==> config.mk <==
export PLATFORM = sky130hd
export DESIGN_NAME = priority_bit_scanner
export DESIGN_NICKNAME = d
export VERILOG_FILES = /design/src/rtl/priority_scan_pkg.sv /design/src/rtl/priority_pos_find.sv /design/src/rtl/priority_bit_scanner.sv
export SDC_FILE = /design/constraint.sdc
export NUM_CORES = 1
export LEC_CHECK = 0
export BUFFER_PORTS_ARGS = -buffer_cell sky130_fd_sc_hd__buf_2
export CAP_MARGIN = 20
export CORE_MARGIN = 1.5
export CORE_UTILIZATION = 51
export CTS_BUF_LIST = sky130_fd_sc_hd__clkbuf_4 sky130_fd_sc_hd__clkbuf_8 sky130_fd_sc_hd__clkbuf_16
export CTS_CLUSTER_DIAMETER = 150
export DETAILED_ROUTE_END_ITERATION = 16
export GPL_TIMING_DRIVEN = 0
export PLACE_DENSITY_LB_ADDON = 0.25
export SLEW_MARGIN = 10
export SYNTH_ARGS = -nofsm -noshare
export SYNTH_HDL_FRONTEND = slang
export SYNTH_SLANG_ARGS = --single-unit
==> constraint.sdc <==
create_clock -name clk -period 2.9 [get_ports clk]
set_clock_uncertainty 0.05 [all_clocks]
set_input_delay 0.87 -clock clk [delete_from_list [all_inputs] [get_ports clk]]
set_output_delay 0.87 -clock clk [all_outputs]
set_load 0.01 [all_outputs]
==> src/rtl/priority_scan_pkg.sv <==
// Shared types and helpers for the priority bit scanner and its position finder.
package priority_scan_pkg;

   typedef enum logic {
      IDLE = 1'b0,
      SCAN = 1'b1
   } scan_state_t;

   // Position width for a vector of w bits; never narrower than one bit.
   function automatic int pos_width(input int w);
      return (w < 2) ? 1 : $clog2(w);
   endfunction

endpackage

==> src/rtl/priority_pos_find.sv <==
// Combinational priority encoder: position of the lowest (or highest) set bit,
// plus flags for "any bit set" and "exactly one bit set".
module priority_pos_find
   import priority_scan_pkg::*;
#(
   parameter int WIDTH     = 8,
   parameter bit MSB_FIRST = 1'b0,
   localparam int POS_W    = pos_width(WIDTH)
) (
   input  logic [WIDTH-1:0] vec,
   output logic [POS_W-1:0] pos,
   output logic             any,
   output logic             single
);

   // The last match written wins, so the scan direction picks the priority end.
   generate
      if (MSB_FIRST) begin : g_msb
         always_comb begin
            pos = '0;
            for (int i = 0; i < WIDTH; i++) begin
               if (vec[i]) pos = POS_W'(i);
            end
         end
      end else begin : g_lsb
         always_comb begin
            pos = '0;
            for (int i = WIDTH - 1; i >= 0; i--) begin
               if (vec[i]) pos = POS_W'(i);
            end
         end
      end
   endgenerate

   assign any    = |vec;
   assign single = any && ((vec & (vec - WIDTH'(1))) == '0);

endmodule

==> src/rtl/priority_bit_scanner.sv <==
// Accepts a vector over valid/ready and streams out the position of each set bit,
// one beat per bit (a single "none" beat for an all-zero vector).
module priority_bit_scanner
   import priority_scan_pkg::*;
#(
   parameter int WIDTH     = 8,
   parameter bit MSB_FIRST = 1'b0,
   localparam int POS_W    = pos_width(WIDTH)
) (
   input  logic             clk,
   input  logic             reset,
   input  logic             in_valid,
   output logic             in_ready,
   input  logic [WIDTH-1:0] in_data,
   output logic             out_valid,
   input  logic             out_ready,
   output logic [POS_W-1:0] out_pos,
   output logic [POS_W-1:0] out_idx,
   output logic             out_last,
   output logic             out_none
);

   scan_state_t      state_reg;
   logic [WIDTH-1:0] residual_reg;
   logic [POS_W-1:0] idx_reg;
   logic             none_reg;

   logic [POS_W-1:0] find_pos;
   logic             find_any;
   logic             find_single;
   logic [WIDTH-1:0] clr_mask;
   logic             beat;
   logic             accept;

   priority_pos_find #(
      .WIDTH     (WIDTH),
      .MSB_FIRST (MSB_FIRST)
   ) u_find (
      .vec    (residual_reg),
      .pos    (find_pos),
      .any    (find_any),
      .single (find_single)
   );

   // One-hot of the bit being emitted, used to retire it from the residual.
   generate
      for (genvar gi = 0; gi < WIDTH; gi++) begin : g_clr
         assign clr_mask[gi] = (find_pos == POS_W'(gi));
      end
   endgenerate

   assign out_valid = (state_reg == SCAN);
   assign out_pos   = find_any ? find_pos : '0;
   assign out_idx   = idx_reg;
   assign out_none  = none_reg;
   assign out_last  = none_reg || find_single;

   assign beat     = out_valid && out_ready;
   assign in_ready = !out_valid || (beat && out_last);
   assign accept   = in_valid && in_ready;

   always_ff @(posedge clk) begin
      if (reset) begin
         state_reg    <= IDLE;
         residual_reg <= '0;
         idx_reg      <= '0;
         none_reg     <= 1'b0;
      end else if (accept) begin
         // Covers both the idle load and the gapless reload on a last beat.
         state_reg    <= SCAN;
         residual_reg <= in_data;
         idx_reg      <= '0;
         none_reg     <= (in_data == '0);
      end else if (beat) begin
         if (out_last) begin
            state_reg <= IDLE;
         end else begin
            residual_reg <= residual_reg & ~clr_mask;
            idx_reg      <= idx_reg + POS_W'(1);
         end
      end
   end

endmodule

==> results.cfg <==
[timing]
max_clock_freq_ghz = 0.342
hold_viol = 0
layout_min_cycle_time_ns = 2.92
setup_slack_ns = -0.0214
grt_setup_unrepaired = true
total_of_endpoints_with_negative_setup_slack_in_the_final_report = 1
timing.final.crit_share_pct = 101
worst_pin_slew_ns = 0.536
pins_over_slew_limit = 0
max-slew-margin-rel_pct = 64.0

[place]
dp_hpwl_um = 1530
io_buffers = 20
dpl-instance-area_um2 = 967
placed_cells = 137
pre_cts_ws_ns = 0.0772
place.gp.congestion = 0.827

[route]
detail-route-antenna-nets = 0
post_drt_wl_per_cell_um = 15.0
dr.first_iter.drc_count = 25
route.detailed.vias_per_inst = 5.99
dr.pass1.iters = 4
routed_wl_um = 2140
drcViolationCount = 0
vias = 856

[synthesis]
synthFlopType = dfxtp_1
post_synth.cell_area_avg_um2 = 8.39
synth.cell_area_um2 = 847
synth_area_leaders = dfxtp_1, nor2_1, nand2_1
netlist.area_leader.share_pct = 30.7
syn_inst = 101
postSynthRegisterBits = 13
synthesis.nets = 114
synth.yosys.seq_area_share_pct = 30.7
synth.largest_area_cell = dfxtp_1
number_of_synthesized_flops_with_an_enable_pin = 0
yosys.cell_types.count = 41
synth_async_sr_flop_share_pct = 0
yosysWarningCount = 0
yosysMostFrequentCell = dfxtp_1
ys_top_cells_by_count = dfxtp_1, nor2_1, nand2_1

[flow_run]
maxCapViolCount = 0

[worst_setup_path]
critical-path-slowest-cell = or4_4
setup.reg_to_reg.worst_slack_ns = 0.71
worst_ep_arrival_time_ns = 2.00
cell_seen_most_often_among_critical_path_stages = a21oi_4
startpoint_type = flip-flop
setup.worst_path.class = flip-flop to primary output
critical_path.max_fanout = 8
timing.critical_path.cells = or4_4, a21oi_4, a21oi_4, nor2_2, or2_4, a21o_1, buf_2
critical-path-max-stage-delay_ns = 0.58
end_kind = primary output
worst_ep_required_time_ns = 1.98

[die]
rows = 14
initial_core_util_pct = 55.6
die_area_um2 = 1910
ioPinCount = 22
core_area_um2 = 1520
die_height_um = 43.8
fp.dieW_um = 43.8

[layout]
final-instance-count-excl-fill = 143
finalInstanceArea_um2 = 1070
insertedDiodeCount = 0
final_standard_cell_utilization_of_the_core_pct = 70.0
area_growth_syn_to_layout_pct = 25.8
largest_reg_flops = 8
num-nets-final = 141
layout-drive-gt1-share_pct = 41.7

[clock_network]
clock_path_buffers = 2
clock-root-buffer = clkbuf_4
cts_hold_buffers = 0
clk-insertion-delay-late_ns = 0.28
clock_tree.htree_level_count = 1
clock_sink_count = 13
cts_tree = built
cts_inserted_buffers = 3
clkSlewWorstSetupHoldPaths_ns = 0.08

[global_routing]
first_global_vias = 761
grt_start_max_net_pins = 11
grt_antenna_before_repair = 0
grt_first_pass_wirelength_um = 3470
total_grt_overflow = 0
globalRouteTotalUtil_pct = 24.3

[run_status]
failed_checks = negative setup slack
run_status = finished, violations left

[power]
design_power_total_mw = 0.574
ir_drop_mv = 0.321
p_per_area_nw_per_um2 = 539
static-leakage-power_nw = 0.463

[hold_path]
hp-class = flip-flop to flip-flop
[area by class of cell]
class	count	area (µm²)
multi-input combinational	77	563
fill	123	458
sequential	13	267
timing repair buffer	25	138
buffer	4	33.8
clock buffer	4	30.0
tap	16	20.0
inverter	4	15.0
[final timing paths]
kind,cells after the start,from,end
max,7,residual_reg[1],in_ready
min,2,out_idx[2],out_idx[2]
max reg2reg,6,residual_reg[1],out_idx[1]
min reg2reg,2,out_idx[2],out_idx[2]
[kinds of logic (layout without fill, tap and decap cells)]
| family | after synthesis | after routing | synth area share (%) |
|---|---|---|---|
| and+or+nand+nor | 43 | 43 | 27.0 |
| xor gates and xnor gates | 2 | 2 | 2.07 |
| AOI/OAI and AO/OA | 25 | 25 | 23.6 |
| adders and majority gates | 2 | 2 | 2.66 |
| buffers and inverters | 11 | 37 | 7.24 |
| muxes | 5 | 5 | 6.65 |
| DFF | 13 | 13 | 30.7 |
[where the power goes]
| part | internal (mW) | switching, mW | leakage (nW) | total [mW] |
|---|---|---|---|---|
| sequential | 0.192 | 0.0237 | 0.108 | 0.216 |
| combinational | 0.113 | 0.121 | 0.337 | 0.234 |
| clock | 0.0628 | 0.0615 | 0.0184 | 0.124 |
| total | 0.368 | 0.206 | 0.463 | 0.574 |
[critical path: cells and delay by family, from the launching register on]
kind	cells	cell delay, ns
and+or+nand+nor	3	0.85
buffers and inverters	1	0.12
AOI/OAI and AO/OA	3	0.37
DFF	1	0.38
[layer usage]
metal	routed length [µm]	up-vias	track usage (%)
li1	-	421	-
met1	956	407	33.4
met2	1070	25	40.0
met3	86	3	2.50
met4	26	0	7.27
met5	0	-	0
[cells in the final DEF, fill, tap and decap left out, types with 2 or more instances in the layout]
cell      instances
o21ai_0           3
o21ai_1           2
or3_1             2
nor2_2            2
nand2_1          10
a21oi_4           2
nor3_1            5
mux2i_1           2
dfxtp_2           2
buf_2            20
a21oi_1           2
buf_4             5
dfxtp_1          10
xor2_1            2
nor2_1           10
clkbuf_4          5
buf_6             2
nand3_2           3
mux2_2            2
nor4_1            2
o211ai_1          2
inv_1             4
o21ai_2           3
o311ai_0          3
[what timing repair did]
action | in CTS | in global routing
resized for setup | 6 | 5
endpoints found under the setup margin | 2 | 1
pin swaps | 5 | 3
setup buffers | 4 | 1
hold endpoints to repair | 0 | 0
[metrics by stage]
step | hold slack, ns | TNS [ns]
global route | 0.512 | -0.0964
CTS | 0.458 | 0
finish | 0.480 | -0.0214
floorplan | 0.459 | 0
detailed placement | 0.447 | 0
global placement | 0.427 | 0
(Power assumes the default switching activity.)
